## src/rtl/sfifo_param_pkg.sv

```systemverilog
// Shared constants and helpers for the parametrised single-clock FIFO.
// Defaults are reused by the memory-controller FIFO instantiations.
package sfifo_param_pkg;

    localparam int DEF_AFIFODW  = 32;
    localparam int DEF_DEPTHW   = 2;
    localparam int DEF_AFULL_TH = 3;

    function automatic int clog2(input int value);
        int r;
        r = 0;
        while ((1 << r) < value) r++;
        return r;
    endfunction

    // Pointers carry one extra wrap bit above the storage index.
    function automatic int ptr_width(input int depth);
        return clog2(depth) + 1;
    endfunction

endpackage

```

## src/rtl/sfifo_ram_1r1w.sv

```systemverilog
// 2**DEPTHW x AFIFODW storage: synchronous write, asynchronous read.
// Kept free of reset so it maps onto distributed RAM.
module sfifo_ram_1r1w #(
    parameter int AFIFODW = 32,
    parameter int DEPTHW  = 2
) (
    input  logic               clk,
    input  logic               i_we,
    input  logic [DEPTHW-1:0]  i_waddr,
    input  logic [AFIFODW-1:0] i_wdata,
    input  logic [DEPTHW-1:0]  i_raddr,
    output logic [AFIFODW-1:0] o_rdata
);

    logic [AFIFODW-1:0] r_mem [2**DEPTHW];

    always_ff @(posedge clk) begin
        if (i_we) begin
            r_mem[i_waddr] <= i_wdata;
        end
    end

    assign o_rdata = r_mem[i_raddr];

endmodule

```

## src/rtl/sfifo_param.sv

```systemverilog
// Parametrised first-word-fall-through FIFO: wrap-bit pointers, occupancy,
// almost-full threshold and sticky overflow/underflow flags.
module sfifo_param
    import sfifo_param_pkg::*;
#(
    parameter int AFIFODW  = DEF_AFIFODW,
    parameter int DEPTHW   = DEF_DEPTHW,
    parameter int AFULL_TH = DEF_AFULL_TH
) (
    input  logic               clk,
    input  logic               rst,
    input  logic               wen,
    output logic               wqfull,
    output logic               wqafull,
    input  logic [AFIFODW-1:0] wdata,
    input  logic               rnext,
    output logic               rqempty,
    output logic [AFIFODW-1:0] rdata,
    output logic [DEPTHW:0]    level,
    output logic               err_ovf,
    output logic               err_udf,
    input  logic               err_clr
);

    localparam int PW = ptr_width(2**DEPTHW);
    localparam logic [PW-1:0] AFULL_V = PW'(AFULL_TH);

    if (DEPTHW < 1 || DEPTHW > 10) begin : g_bad_depthw
        $error("sfifo_param: DEPTHW must be in 1..10");
    end
    if (AFULL_TH < 1 || AFULL_TH > 2**DEPTHW) begin : g_bad_afull
        $error("sfifo_param: AFULL_TH must be in 1..2**DEPTHW");
    end
    if (AFIFODW < 1) begin : g_bad_width
        $error("sfifo_param: AFIFODW must be at least 1");
    end

    logic [PW-1:0] r_wadr;
    logic [PW-1:0] r_radr;
    logic          r_err_ovf;
    logic          r_err_udf;

    logic          w_full;
    logic          w_empty;
    logic [PW-1:0] w_level;
    logic          w_wacc;
    logic          w_racc;

    assign w_empty = (r_wadr == r_radr);
    assign w_full  = (r_wadr[DEPTHW-1:0] == r_radr[DEPTHW-1:0]) &&
                     (r_wadr[DEPTHW] != r_radr[DEPTHW]);
    assign w_level = r_wadr - r_radr;
    assign w_wacc  = wen & ~w_full;
    assign w_racc  = rnext & ~w_empty;

    always_ff @(posedge clk) begin
        if (rst) begin
            r_wadr    <= '0;
            r_radr    <= '0;
            r_err_ovf <= 1'b0;
            r_err_udf <= 1'b0;
        end else begin
            if (w_wacc) begin
                r_wadr <= r_wadr + PW'(1);
            end
            if (w_racc) begin
                r_radr <= r_radr + PW'(1);
            end
            // A new error in the same cycle as err_clr keeps the flag set.
            r_err_ovf <= (wen & w_full) | (r_err_ovf & ~err_clr);
            r_err_udf <= (rnext & w_empty) | (r_err_udf & ~err_clr);
        end
    end

    // Writes during reset are dropped so reset leaves storage untouched.
    sfifo_ram_1r1w #(
        .AFIFODW (AFIFODW),
        .DEPTHW  (DEPTHW)
    ) u_ram (
        .clk     (clk),
        .i_we    (w_wacc & ~rst),
        .i_waddr (r_wadr[DEPTHW-1:0]),
        .i_wdata (wdata),
        .i_raddr (r_radr[DEPTHW-1:0]),
        .o_rdata (rdata)
    );

    assign rqempty = w_empty;
    assign wqfull  = w_full;
    assign wqafull = (w_level >= AFULL_V);
    assign level   = w_level;
    assign err_ovf = r_err_ovf;
    assign err_udf = r_err_udf;

endmodule

```

## config.mk

```make
export PLATFORM = sky130hd
export DESIGN_NAME = sfifo_param
export DESIGN_NICKNAME = d
export VERILOG_FILES = /design/src/rtl/sfifo_param_pkg.sv /design/src/rtl/sfifo_ram_1r1w.sv /design/src/rtl/sfifo_param.sv
export SDC_FILE = /design/constraint.sdc
export NUM_CORES = 1
export LEC_CHECK = 0
export ABC_AREA = 0
export CORE_ASPECT_RATIO = 2
export CORE_UTILIZATION = 50
export DETAILED_ROUTE_END_ITERATION = 10
export PLACE_DENSITY = 0.74
export SKIP_LAST_GASP = 1
export SLEW_MARGIN = 20
export SYNTH_ARGS = -nofsm -noshare
export SYNTH_HDL_FRONTEND = slang
export SYNTH_SLANG_ARGS = --single-unit
```

## constraint.sdc

```tcl
create_clock -name clk -period 5 [get_ports clk]
set_clock_uncertainty 0.15 [all_clocks]
set_input_delay 1 -clock clk [delete_from_list [all_inputs] [get_ports clk]]
set_output_delay 1 -clock clk [all_outputs]
set_load 0.1 [all_outputs]
```

==> out/results.ini, run 1 <==
[outcome]
status=completed

[clocking]
htreeDepth=4
clockRootBuffer=clkbuf_16
clock_sinks=138
post_cts_resized=0
postCtsHoldBufs=0
cts_tree=yes
clock_latency_ns=0.41
clockBufferDepth=2
cts_buffers=17
clk_pin_slew_ns=0.05
post_cts_buffers=0

[finish]
drive_above_1_share_pct=19.4
nFillCells=744
syn2layout_area_growth_pct=27.0
n_antenna_cell=0
nNetsFinal=374

[drt]
via_count=2654
ant_nets=0
vias_per_cell=5.59
drc=0
drt_pass1_iterations=4
wirelength_um=9430
wl_per_cell_um=19.8
drt_iter0_markers=158

[yosys]
syn_inst=242
syn_avg_cell_area_sq_um=21.8
synth_area_leader_cell=edfxtp_1
synth_nets=287
synth-edff-count=128
synthTopCellsByArea=edfxtp_1 73%, mux4_2 14%, dfxtp_1 3.8%
async_reset_ff_share_pct=0
yosys_warnings=0
synth_common_cells=128 x edfxtp_1, 32 x mux4_2, 10 x dfxtp_1
ys_types=30
ys_seq_area_share_pct=76.6
synthFlopType=edfxtp_1
netlist_area_sq_um=5280
synth.top_cell.area_share_pct=72.8
synth_seq_cells=138
yosys.cell_count.top_type=edfxtp_1

[sta]
finalCriticalPeriod_ns=4.08
setup-tns-final_ns=0
whs_ns=0.352
relSlewSlack_pct=34.0
finalHoldViolCount=0
setup_viol=0
worstMarginPinSlew_ns=0.987
finalCritPeriodShare_pct=81.5
rsz0062_at_grt=no
max_freq_mhz=245
slew_viol_final=0

[global_route]
grt_max_degree=33
antenna_found_initial=0
grt_pass1_wl_um=14900
grt_pass1_vias=2873
gr-total-overflow=0
track_usage_pct=19.6

[place]
place.gp.congestion=0.756
place.port_buffers=76
dp_hpwl_um=5640

[worst_setup_path]
cp.required_ns=3.85
rrSetupSlack_ns=2.13
worstPathArrival_ns=2.93
end_kind=output pin
critPathMaxFanout=5
crit_type=reg -> out
worst_setup_path_start_kind=flop

[floorplan]
dieArea_sq_um=11000
ios=77
die_w_um=74.6
core_sq_um=10200
start_util_pct=51.7
rows=52
die_height_um=147

[worst_hold_path]
hp-class=reg -> reg

[job]
maxCapViolations=0

-- path summary, 6_finish.rpt --
check | start | end | depth (start not counted)
worst max register to register | r_wadr[0] | u_ram.r_mem[0][5] | 5
worst max-delay path | r_wadr[0] | wqafull | 7
worst min-delay path | err_ovf | err_ovf | 2
worst min register to register | err_ovf | err_ovf | 2
-- per-stage QoR --
step                      util (%)  cells  instance area, sq um  setup WS, ns
after floorplan                  -    242                  5280         0.522
after global placement        60.7    445                  6200          1.33
after detailed placement      60.7    445                  6200          1.32
after CTS                     65.6    475                  6700         0.885
after global routing          65.6    475                  6700         0.796
final                         65.6    475                  6700         0.925
-- per-layer routing --
| layer | global-route usage [%] | wire (um) |
|---|---|---|
| met5 | 0 | 0 |
| met4 | 9.06 | 194 |
| met3 | 5.08 | 350 |
| met2 | 34.2 | 5380 |
| met1 | 21.3 | 3500 |
-- cell type report --
class                           instances  area [sq um]  area share [%]
Sequential cell                       138          4050            60.4
Multi-Input combinational cell         88          1170            17.5
Timing Repair Buffer                   78           788            11.8
Clock buffer                           25           455            6.79
Tap cell                              135           169            2.52
Clock inverter                          5          47.5           0.709
Inverter                                6          22.5           0.336
-- state kept, by name, summed over array words and instances (netlist names), named ones only --
signal	cells
u_ram.r_mem	128
r_radr	3
err_ovf	1
r_wadr	3
err_udf	1
-- cells by family (layout without fill, tap and decap cells) --
kind of cell	count (synthesis)	count (layout)	synth area share, %
flip-flops	138	138	76.6
multiplexers	32	32	13.7
AND/OR/NAND/NOR	30	30	3.30
buffers and inverters	16	114	1.30
AO/OA/AOI/OAI	15	15	2.44
adder cells (fa/ha/maj)	8	8	2.04
XOR/XNOR	3	3	0.640
-- worst max-delay path, stage by stage (launching register included) --
cell	delay [ns]
dfxtp_1	0.34
inv_1	0.15
ha_1	0.17
inv_1	0.05
fa_1	0.37
xnor2_1	0.21
a21o_1	0.11
clkdlybuf4s50_1	1.12
-- layout by cell type (no fill, tap or decap), types with 2 or more instances in the layout --
cell and instances:
a31oi_1 2, nand2_1 7, nor2_1 4, a32oi_1 2, mux4_2 32, clkdlybuf4s50_1 76
clkbuf_1 8, dfxtp_2 2, ha_1 7, inv_1 6, clkbuf_16 17, or3_2 2
clkinv_1 2, xnor2_1 2, nand4b_1 4, dfxtp_1 8, o32a_2 2, o32a_1 2
nand2b_1 2, clkinv_2 2, or3_1 4, and3_2 3, o311ai_0 5, edfxtp_1 128
Power of run 1 is not shown: default switching activity piles up to over one toggle a cycle in this logic, so the estimate is an artifact.
==> run 2, diff against run 1 <==
==> constraint.sdc (replaced) <==
create_clock -name clk -period 4.3 [get_ports clk]
set_clock_uncertainty 0.15 [all_clocks]
set_input_delay 0.86 -clock clk [delete_from_list [all_inputs] [get_ports clk]]
set_output_delay 0.86 -clock clk [all_outputs]
set_load 0.1 [all_outputs]
==> run 2 against run 1 <==
  * Die area unchanged
  * Sequential cell count unchanged
  * Sequential share of layout area about the same
  * First-iteration DRC count up 31%
  * Clock-buffer cell count down 7
  * Routed wire length down 0.71%
  * Via count up 0.34%
  * Global-route usage down 0.60 points
  * Final area about the same
  * Largest cell class unchanged
  * Hold slack worse by 0.0058 ns
==> out/results.ini, run 2 (same netlist as run 1, synthesis figures left out) <==
[drt]
ant_nets=0  ; unchanged
drt_pass1_iterations=4  ; unchanged
wirelength_um=9360  ; -0.71%
drt_iter0_markers=207  ; +31%
via_count=2663  ; +0.34%
wl_per_cell_um=19.5  ; -1.5%
vias_per_cell=5.56  ; -0.50%
drc=0  ; unchanged

[clocking]
post_cts_resized=0  ; unchanged
clock_sinks=138  ; unchanged
post_cts_buffers=0  ; unchanged
cts_buffers=17  ; unchanged
cts_tree=yes
clockBufferDepth=2  ; unchanged
clockRootBuffer=clkbuf_16
clk_pin_slew_ns=0.06  ; about the same
postCtsHoldBufs=0  ; unchanged
clock_latency_ns=0.41  ; about the same
htreeDepth=4  ; unchanged

[worst_hold_path]
hp-class=reg -> reg

[place]
place_area_sq_um=6110  ; -1.4%
place.gp.congestion=0.769  ; +1.8%
dp_hpwl_um=5650  ; +0.32%
pre_cts_slack_ns=1.29  ; -0.0280 ns
place.port_buffers=76  ; unchanged

[floorplan]
core_sq_um=10200  ; unchanged
ios=77  ; unchanged
rows=52  ; unchanged
start_util_pct=51.7  ; unchanged
die_w_um=74.6  ; unchanged
die_height_um=147  ; unchanged
dieArea_sq_um=11000  ; unchanged

[sta]
rsz0062_at_grt=no
slew_viol_final=0  ; unchanged
setup_viol=0  ; unchanged
relSlewSlack_pct=35.7  ; +1.7 points
max_freq_mhz=301
finalHoldViolCount=0  ; unchanged
finalCritPeriodShare_pct=77.2
setup-tns-final_ns=0  ; unchanged
finalCriticalPeriod_ns=3.32
worst_slack_ns=0.982  ; +0.0570 ns
worstMarginPinSlew_ns=0.961  ; -0.0258 ns

[worst_setup_path]
cp.required_ns=3.29  ; -0.56 ns
end_kind=output pin
worstPathArrival_ns=2.31  ; -0.62 ns
critPathMaxFanout=17  ; +12
crit_type=reg -> out
worst_setup_path_start_kind=flop

[finish]
reg_top3=u_ram.r_mem (128), r_radr (3), r_wadr (3)
final_common_cell=edfxtp_1
regMostFlops=u_ram.r_mem
largest_register_ffs=128  ; unchanged
syn2layout_area_growth_pct=26.9  ; about the same
n_antenna_cell=0  ; unchanged
nNetsFinal=376  ; +0.53%
drive_above_1_share_pct=33.4  ; +14 points
fin_area_sq_um=6700  ; about the same
layout_common_cells=128 x edfxtp_1, 42 x buf_4, 38 x clkdlybuf4s50_1

[global_route]
track_usage_pct=19.0  ; -0.60 points
grt_max_degree=33  ; unchanged
antenna_found_initial=0  ; unchanged
gr-total-overflow=0  ; unchanged
grt_pass1_wl_um=14400  ; -3.1%
grt_pass1_vias=2807  ; -2.3%

[job]
maxCapViolations=0  ; unchanged

[outcome]
status=completed

run 2: cell count changes in the layout (fill, tap and decap cells not counted):
| cell | delta |
|---|---|
| clkdlybuf4s50_1 | -38 |
| xnor2_1 | -1 |
| clkinvlp_4 | +4 |
| clkinv_2 | +1 |
| xnor2_2 | +1 |
| buf_12 | -1 |
| clkbuf_1 | -7 |
| clkinv_1 | +1 |
| clkinv_4 | +1 |
| buf_4 | +41 |
| bufinv_16 | +2 |
run 2: area by class of cell:
class                      instances  area [sq um]
clock buffer                      18           429
fill                             705          3520
multi-input combinational         88          1180
clock inverter                    14           155
tap                              135           169
sequential                       138          4050
timing repair buffer              80           696
inverter                           6          22.5
run 2: worst paths after layout:
check,slack (ns),from,endpoint,cells after the start
worst max-delay path,0.98,flop,rdata[18],3
worst min-delay path,0.35,err_udf,err_udf,2
worst max register to register,1.48,r_wadr[0],u_ram.r_mem[0][14],5
worst min register to register,0.35,err_udf,err_udf,2
run 2: through the flow:
stage | std cells | util (%) | hold WS [ns]
finish | 479 | 65.6 | 0.347
global route | 479 | 65.6 | 0.389
CTS | 479 | 65.6 | 0.354
detailed placement | 447 | 59.9 | 0.327
global placement | 447 | 59.9 | 0.323
floorplan | 242 | - | 0.371
run 2: critical path: stages, from the launching register on:
cell     delay (ns)
dfxtp_2        0.70
buf_4          0.38
mux4_2         0.56
buf_4          0.25
run 2: metal layers:
layer / global-route usage, % / share of wire [%] / vias to the layer above
met2: 31.8 / 57 / 83
li1: - / - / 1196
met1: 21.1 / 37 / 1365
met5: 0 / 0 / -
met3: 6.65 / 4.5 / 19
met4: 8.58 / 2.1 / 0
Power of run 2 is left out for the same reason.
